--- config.mk ---
export PLATFORM = sky130hd
export DESIGN_NAME = pipeline_hazard_ctrl
export DESIGN_NICKNAME = d
export VERILOG_FILES = /design/src/rtl/pipeline_hazard_ctrl.sv
export SDC_FILE = /design/constraint.sdc
export NUM_CORES = 1
export LEC_CHECK = 0
export CAP_MARGIN = 20
export CELL_PAD_IN_SITES_DETAIL_PLACEMENT = 0
export CELL_PAD_IN_SITES_GLOBAL_PLACEMENT = 2
export CORE_UTILIZATION = 30
export DETAILED_ROUTE_END_ITERATION = 12
export PLACE_DENSITY = 0.77
export SYNTH_ARGS = -nofsm -noshare
export SYNTH_HDL_FRONTEND = slang
export SYNTH_SLANG_ARGS = --single-unit
--- constraint.sdc ---
create_clock -name clk -period 2.8 [get_ports clk]
set_input_delay 0.56 -clock clk [delete_from_list [all_inputs] [get_ports clk]]
set_output_delay 0.56 -clock clk [all_outputs]
set_load 0.01 [all_outputs]
--- src/rtl/pipeline_hazard_ctrl.sv ---
// Hazard/sequencing controller for the 5-stage RV32I pipeline: stalls, squashes, freezes, forwarding.
// Optional performance counters are enabled with `define HAZ_PERF_CNT_EN.
module pipeline_hazard_ctrl #(
  parameter int unsigned RAW = 5
`ifdef HAZ_PERF_CNT_EN
  , parameter int unsigned CNT_W = 32
`endif
) (
  input  logic           clk,
  input  logic           reset_n,
  input  logic           id_valid,
  input  logic [RAW-1:0] id_rs1,
  input  logic [RAW-1:0] id_rs2,
  input  logic           id_use_rs1,
  input  logic           id_use_rs2,
  input  logic [RAW-1:0] id_rd,
  input  logic           id_regwrite,
  input  logic           id_memread,
  input  logic           id_memwrite,
  input  logic           ex_branch_taken,
  input  logic           dmem_ready,
  output logic           pc_en,
  output logic           if_di_en,
  output logic           di_ex_en,
  output logic           ex_me_en,
  output logic           me_wb_en,
  output logic           if_di_flush,
  output logic           di_ex_flush,
  output logic [1:0]     fwd_a,
  output logic [1:0]     fwd_b
`ifdef HAZ_PERF_CNT_EN
  , output logic [CNT_W-1:0] stall_cnt,
  output logic [CNT_W-1:0] flush_cnt,
  output logic [CNT_W-1:0] freeze_cnt
`endif
);

  typedef enum logic [1:0] {HzNormal, HzLoadUse, HzBranch, HzFreeze} haz_e;

  logic           ex_valid_q, ex_regwrite_q, ex_memread_q, ex_memaccess_q;
  logic [RAW-1:0] ex_rd_q, ex_rs1_q, ex_rs2_q;
  logic           me_valid_q, me_regwrite_q, me_memread_q, me_memaccess_q;
  logic [RAW-1:0] me_rd_q;
  logic           wb_valid_q, wb_regwrite_q;
  logic [RAW-1:0] wb_rd_q;

  haz_e haz;
  logic freeze, branch, load_use;
  logic me_fwd_ok, wb_fwd_ok;

  always_comb begin
    freeze   = me_valid_q & me_memaccess_q & ~dmem_ready;
    branch   = ex_valid_q & ex_branch_taken;
    load_use = id_valid & ex_valid_q & ex_memread_q & (ex_rd_q != '0) &
               ((id_use_rs1 & (id_rs1 == ex_rd_q)) | (id_use_rs2 & (id_rs2 == ex_rd_q)));
    if (freeze)        haz = HzFreeze;
    else if (branch)   haz = HzBranch;
    else if (load_use) haz = HzLoadUse;
    else               haz = HzNormal;
  end

  always_comb begin
    pc_en       = 1'b1;
    if_di_en    = 1'b1;
    di_ex_en    = 1'b1;
    ex_me_en    = 1'b1;
    me_wb_en    = 1'b1;
    if_di_flush = 1'b0;
    di_ex_flush = 1'b0;
    unique case (haz)
      HzFreeze: begin
        pc_en    = 1'b0;
        if_di_en = 1'b0;
        di_ex_en = 1'b0;
        ex_me_en = 1'b0;
        me_wb_en = 1'b0;
      end
      HzBranch: begin
        if_di_flush = 1'b1;
        di_ex_flush = 1'b1;
      end
      HzLoadUse: begin
        pc_en       = 1'b0;
        if_di_en    = 1'b0;
        di_ex_flush = 1'b1;
      end
      default: ;
    endcase
  end

  // Loads in ME are never forwarded; the load-use bubble puts them in WB first.
  always_comb begin
    me_fwd_ok = me_valid_q & me_regwrite_q & ~me_memread_q & (me_rd_q != '0);
    wb_fwd_ok = wb_valid_q & wb_regwrite_q & (wb_rd_q != '0);
    fwd_a = 2'b00;
    fwd_b = 2'b00;
    if (me_fwd_ok && (me_rd_q == ex_rs1_q))      fwd_a = 2'b01;
    else if (wb_fwd_ok && (wb_rd_q == ex_rs1_q)) fwd_a = 2'b10;
    if (me_fwd_ok && (me_rd_q == ex_rs2_q))      fwd_b = 2'b01;
    else if (wb_fwd_ok && (wb_rd_q == ex_rs2_q)) fwd_b = 2'b10;
  end

  always_ff @(posedge clk) begin
    if (!reset_n) begin
      ex_valid_q     <= 1'b0;
      ex_regwrite_q  <= 1'b0;
      ex_memread_q   <= 1'b0;
      ex_memaccess_q <= 1'b0;
      ex_rd_q        <= '0;
      ex_rs1_q       <= '0;
      ex_rs2_q       <= '0;
      me_valid_q     <= 1'b0;
      me_regwrite_q  <= 1'b0;
      me_memread_q   <= 1'b0;
      me_memaccess_q <= 1'b0;
      me_rd_q        <= '0;
      wb_valid_q     <= 1'b0;
      wb_regwrite_q  <= 1'b0;
      wb_rd_q        <= '0;
    end else begin
      if (di_ex_en) begin
        ex_valid_q     <= id_valid & ~di_ex_flush;
        ex_regwrite_q  <= id_regwrite & ~di_ex_flush;
        ex_memread_q   <= id_memread & ~di_ex_flush;
        ex_memaccess_q <= (id_memread | id_memwrite) & ~di_ex_flush;
        ex_rd_q        <= di_ex_flush ? '0 : id_rd;
        ex_rs1_q       <= di_ex_flush ? '0 : id_rs1;
        ex_rs2_q       <= di_ex_flush ? '0 : id_rs2;
      end
      if (ex_me_en) begin
        me_valid_q     <= ex_valid_q;
        me_regwrite_q  <= ex_regwrite_q;
        me_memread_q   <= ex_memread_q;
        me_memaccess_q <= ex_memaccess_q;
        me_rd_q        <= ex_rd_q;
      end
      if (me_wb_en) begin
        wb_valid_q    <= me_valid_q;
        wb_regwrite_q <= me_regwrite_q;
        wb_rd_q       <= me_rd_q;
      end
    end
  end

`ifdef HAZ_PERF_CNT_EN
  always_ff @(posedge clk) begin
    if (!reset_n) begin
      stall_cnt  <= '0;
      flush_cnt  <= '0;
      freeze_cnt <= '0;
    end else begin
      if (haz == HzLoadUse && stall_cnt != '1) stall_cnt  <= stall_cnt + CNT_W'(1);
      if (haz == HzBranch && flush_cnt != '1)  flush_cnt  <= flush_cnt + CNT_W'(1);
      if (haz == HzFreeze && freeze_cnt != '1) freeze_cnt <= freeze_cnt + CNT_W'(1);
    end
  end
`endif

endmodule

==> metrics.txt, run 1 <==
cell count of the worst hold path 2; io pins 36; clk slew on worst S/H paths 0.07 ns; Crit path required time 2.24 ns; clock skew 0.00512 ns; final core occ 43.1%; worst slew pin tran 0.347 ns; worst hold path type reg2reg; post-synthesis cell count 208; area leader, netlist dfxtp_1; Starting Density 31.5%; Synth area leaders dfxtp_1 40%, xor2_1 11%, nand2_1 10%, a21boi_0 8.5%, nand3_1 6.3%; Vias 1507; type of the worst setup path in2out; Yosys reg bits 35; Syn. warnings 0; TritonCTS buffer count 5; initial antenna violation count 0; Slew Limit Fails 0; relative slew slack 76.7%; pwr/cell area 493 mW/mm2; worst reg2reg path depth 9; Die Height 78.6 um; CP Max Fanout 2; Reg-to-Reg Start ex_rd_q[3]; clock root cell clkbuf_8; post-synth cell types 25; synthesized area 0.00176 mm2; First-pass DRT Iterations 4; nets@finish 281; final-report setup violation count 0; peak supply drop 164 uV; GPL Wtd Cong 0.775; CTS tree built; crit start category primary input; initial drt markers 90; Total GRT Usage 15.8%; Cells after DPL 319; first-pass GRT wire length 7390 um; die width 78.6 um; Worst R2R Setup Slack 0.67 ns; Lkg Pwr 1.00 nW; Seq/Total Area, Yosys 39.9%; commonest cells after routing, fill and taps aside 48 x nand2_1, 35 x dfxtp_1, 22 x xor2_1, 22 x nand3_1, 21 x clkdlybuf4s50_1; fin crit share 95.3%; final hold violations 0; FMAX 0.375 GHz; Final min period 2.67 ns; Mapped Avg Cell Area 8.45 um2; vias in the first global route 1466; post-route ant nets 0; GRT overflow 0; die area 0.00617 mm2; DRC 0; Clock Path Buffers 2; Crit Reg-Reg Endpoint ex_rd_q[4]; Area growth syn-to-layout 36.6%; Mapped Nets 234; drt total wl 4420 um; Crit. End Element output pin; hold wc startpoint ex_memaccess_q; commonest non-fill, non-tap cell in the layout nand2_1; status completed; H-tree depth 2; IO buf count 35; pin count of the biggest net entering global routing 36; Yosys top cell area share 39.9%; Clock Latency Late Sink 0.29 ns; Sink Count 35; ANT cells 0; max_cap viols 0; RSZ-0062 raised after global routing false; vias per std cell 4.59; Cell Rows 27; post-DP HPWL 3140 um; core area 0.00557 mm2; CP arrival 2.11 ns; average routed wire per standard cell 13.5 um; fraction of layout cells with a size suffix above 1 15.6%; Min Hold Slack 0.461 ns; hold path endpoint ex_memaccess_q; Finished Layout Cells 328
-- final cells by class --
class / count / area, um2
multi-input cells: 156 / 1010
fillers: 578 / 3170
inverters: 3 / 11.3
clock inverters: 2 / 35.0
repair buffers: 54 / 469
well taps: 72 / 90.1
clock buffers: 6 / 82.6
flip-flops and latches: 35 / 701
-- per-layer routing --
| metal | GRT usage (%) | up-vias | part of all wire (%) |
|---|---|---|---|
| met1 | 21.4 | 678 | 51 |
| met2 | 23.7 | 28 | 44 |
| met3 | 4.19 | 6 | 3.5 |
| li1 | - | 795 | - |
| met5 | 0 | - | 0 |
| met4 | 5.93 | 0 | 1.3 |
-- sequential cells by signal, indices dropped and copies added (netlist names), 5 cells and up --
| register | flops |
|---|---|
| ex_rd_q | 5 |
| ex_rs1_q | 5 |
| ex_rs2_q | 5 |
| me_rd_q | 5 |
| wb_rd_q | 5 |
-- metrics by stage --
stage	setup TNS, ns	instance area [um2]	setup slack (ns)	power [mW]
6_report	0	2400	0.132	1.18
2_1_floorplan	0	1760	0.124	0.639
4_1_cts	0	2380	0.0107	1.19
3_3_place_gp	-3.20	2270	-0.630	0.722
3_5_place_dp	-3.77	2270	-0.643	0.722
5_1_grt	0	2400	0.0111	1.24
-- kinds of logic after synthesis --
kind of cell / count (synthesis) / synth area share (%)
adder cells (fa/ha/maj): 1 / 0.712
AO/OA/AOI/OAI: 39 / 16.9
buffers and inverters: 17 / 4.34
flip-flops: 35 / 39.9
AND/OR/NAND/NOR: 86 / 23.2
XOR/XNOR: 30 / 14.9
-- worst max path at each step --
stage | start | end | slack [ns] | depth (start not counted)
after floorplan | id_rs1[0] | di_ex_flush | 0.12 | 8
after global placement | id_rs1[4] | di_ex_flush | -0.63 | 9
after detailed placement | id_rs1[4] | di_ex_flush | -0.64 | 9
after CTS | dmem_ready | ex_me_en | 0.01 | 5
after global routing | id_rs1[3] | di_ex_flush | 0.01 | 9
final | id_rs1[1] | di_ex_flush | 0.13 | 8
-- report_power, final --
part	total (mW)	internal, mW	switching (mW)
sequential	0.551	0.524	0.0267
clock	0.475	0.288	0.187
combinational	0.156	0.0886	0.0678
-- cell usage after synthesis, drive strengths merged --
library cell  count
nand4b            1
xnor2             8
or4               4
clkbuf           10
nand3            22
nor4              6
ha                1
inv               3
nor3b             1
o21ai             1
o21a              2
nor3              1
a221oi            1
buf               4
o311a             1
a21boi           32
nand2            48
dfxtp            35
nor2              3
o211ai            2
xor2             22
-- critical path, stage by stage --
cell             delay [ns]
clkdlybuf4s50_1        0.50
xnor2_1                0.12
nand3_1                0.12
a221oi_2               0.25
nor2_1                 0.09
ha_1                   0.31
inv_1                  0.05
buf_2                  0.11
-- repair_timing --
item                       CTS  global route
gates resized for setup     18            14
pin swaps                    7             8
setup buffers                0             1
gates cloned                 0             0
setup endpoints to repair    6             9
hold buffers                 0             0
(Power assumes the default switching activity.)
==> run 2: changes to the inputs <==
Settings changed: SETUP_SLACK_MARGIN set to 0.4.
==> metrics.txt, run 2 (synthesis results as in run 1) <==
status completed; Min Hold Slack 0.465 ns (+0.00422 ns); worst hold path type reg2reg; drt total wl 4580 um (+3.7%); Sink Count 35 (unchanged); die area 0.00617 mm2 (unchanged); ANT cells 0 (unchanged); CP Max Fanout 2 (unchanged); FMAX 0.385 GHz (+2.8%); Die Height 78.6 um (unchanged); initial drt markers 45 (-50%); final-report setup violation count 0 (unchanged); multi-input logic area 0.00106 mm2 (+4.6%); Area growth syn-to-layout 42.7%; crit start category primary input; total power 1.08 mW (-9.0%); vias in the first global route 1589 (+8.4%); internal power 0.796 mW (-12%); initial antenna violation count 0 (unchanged); type of the worst setup path in2out; First-pass DRT Iterations 4 (unchanged); combinational cell fraction of total power 16.3% (+3.1 points); clock share of power 32.6% (-7.6 points); clock skew 0.00875 ns (+0.00364 ns); crit path to di_ex_flush; commonest non-fill, non-tap cell in the layout nand2_1; Crit Reg-Reg Endpoint ex_rs2_q[0]; Vias 1560 (+3.5%); clk slew on worst S/H paths 0.07 ns (about the same); relative slew slack 79.5% (+2.8 points); vias per std cell 4.66 (+1.4%); Slew Limit Fails 0 (unchanged); Cell Rows 27 (unchanged); Slowest cell on crit path ha_2; Seq pwr share 51.1% (+4.5 points); CTS tree built; GRT overflow 0 (unchanged); H-tree depth 2 (unchanged); GPL Wtd Cong 0.819 (+5.6%); io pins 36 (unchanged); Reg-to-Reg Start ex_rd_q[0]; Cells after DPL 319 (unchanged); met2 usage 26.7% (+3.0 points); pwr/cell area 429 mW/mm2 (-13%); Clock Path Buffers 2 (unchanged); max_cap viols 0 (unchanged); FILL cells 575 (-0.52%); first-pass GRT wire length 7740 um (+4.8%); Starting Density 31.5% (unchanged); Clock Latency Late Sink 0.29 ns (about the same); post-DP HPWL 3200 um (+1.7%); Final min period 2.60 ns (-0.0723 ns); Max stage delay on crit path 0.36 ns (-0.14 ns); design area 0.00251 mm2 (+4.5%); post-route ant nets 0 (unchanged); Switching Share 26.1% (+2.3 points); average routed wire per standard cell 13.7 um (+1.5%); worst reg2reg path depth 9 (unchanged); placed cell area 0.00228 mm2 (+0.11%); core area 0.00557 mm2 (unchanged); cell mode on critical path buf_6; TritonCTS buffer count 5 (unchanged); die width 78.6 um (unchanged); fraction of layout cells with a size suffix above 1 25.5% (+9.9 points); GR Layer Usage met1 20.9% (-0.44 points); Worst R2R Setup Slack 0.59 ns (-0.08 ns); DRC 0 (unchanged); worst slew pin tran 0.306 ns (-0.0412 ns); IO buf count 35 (unchanged); commonest cells after routing, fill and taps aside 48 x nand2_1, 27 x dfxtp_1, 23 x buf_4; peak supply drop 194 uV (+18%); Crit path required time 2.24 ns (about the same); M3 GR Usage 4.30% (+0.12 points); Psw 0.280 mW (-0.35%); CP Cell Sequence buf_6 > xor2_1 > nor4_2 > nand3_1 > a221oi_2 > nor2_1 > ha_2 > inv_4 > buf_6; gr busiest metal met2; CP arrival 2.04 ns (-0.07 ns); fin crit share 92.7% (-2.6 points); Total GRT Usage 16.5% (+0.68 points); pin count of the biggest net entering global routing 36 (unchanged); Lkg Pwr 1.05 nW (+4.6%); RSZ-0062 raised after global routing true; Hold Buf Count CTS 0 (unchanged); Crit. End Element output pin; Finished Layout Cells 335 (+2.1%); launch point of the worst path id_rs1[2]; final hold violations 0 (unchanged); clock root cell clkbuf_8; nets@finish 288 (+2.5%); register area 721 um2 (+2.9%)
-- run 2: cell types whose count changed in the layout (fill, tap and decap cells not counted), sizes merged --
cell and delta:
clkbuf -2, clkdlybuf4s50 -8, buf +19, clkdlybuf4s15 -3, bufinv -1, dlymetal6s2s +2
-- run 2: worst min path at each step --
stage                      to  slack (ns)      startpoint  cells after the start
4_1_cts        ex_memaccess_q        0.47  ex_memaccess_q                      2
3_5_place_dp     me_memread_q        0.46    me_memread_q                      2
2_1_floorplan    me_memread_q        0.43    me_memread_q                      2
3_3_place_gp   me_memaccess_q        0.45  ex_memaccess_q                      1
5_1_grt        me_memaccess_q        0.48  ex_memaccess_q                      1
6_report       ex_memaccess_q        0.47  ex_memaccess_q                      2
-- run 2: timing repair --
| item | in CTS | in global routing |
|---|---|---|
| setup endpoints to repair | 30 | 23 |
| resized for setup | 79 | 17 |
| pin swaps | 9 | 9 |
| setup buffers | 3 | 5 |
-- run 2: through the flow --
step                      util (%)  setup WS, ns  setup TNS, ns
final                         45.0         0.204              0
after global routing          45.0        0.0996              0
after CTS                     43.3         0.190              0
after detailed placement      40.9        -0.630          -4.12
after global placement        40.9        -0.588          -3.13
after floorplan                  -         0.293              0
-- run 2: power groups by stage --
stage | clock network, mW | logic [mW] | registers, mW
2_1_floorplan | 0 | 0.0829 | 0.559
3_3_place_gp | 0 | 0.159 | 0.564
3_5_place_dp | 0 | 0.158 | 0.564
4_1_cts | 0.366 | 0.170 | 0.552
5_1_grt | 0.382 | 0.194 | 0.554
6_report | 0.351 | 0.176 | 0.550
-- run 2: area by class of cell --
cell class / instances / area share (%)
flip-flops and latches: 35 / 28.7
inverters: 3 / 0.549
clock inverters: 1 / 0.200
well taps: 72 / 3.59
multi-input cells: 156 / 42.2
repair buffers: 61 / 21.7
clock buffers: 7 / 3.04
-- run 2: layer usage --
layer / share of wire (%) / vias to the layer above / wire length (um)
li1: - / 816 / -
met1: 49 / 706 / 2240
met2: 46 / 31 / 2110
met3: 3.8 / 7 / 173
met5: 0 / - / 0
met4: 1.3 / 0 / 59
-- run 2: worst max-delay path, delay by kind of cell --
family / cells / cell delay [ns]
compound gates: 1 / 0.25
buf+inv: 3 / 0.23
simple gates: 3 / 0.49
fa+ha+maj: 1 / 0.36
xor+xnor: 1 / 0.14
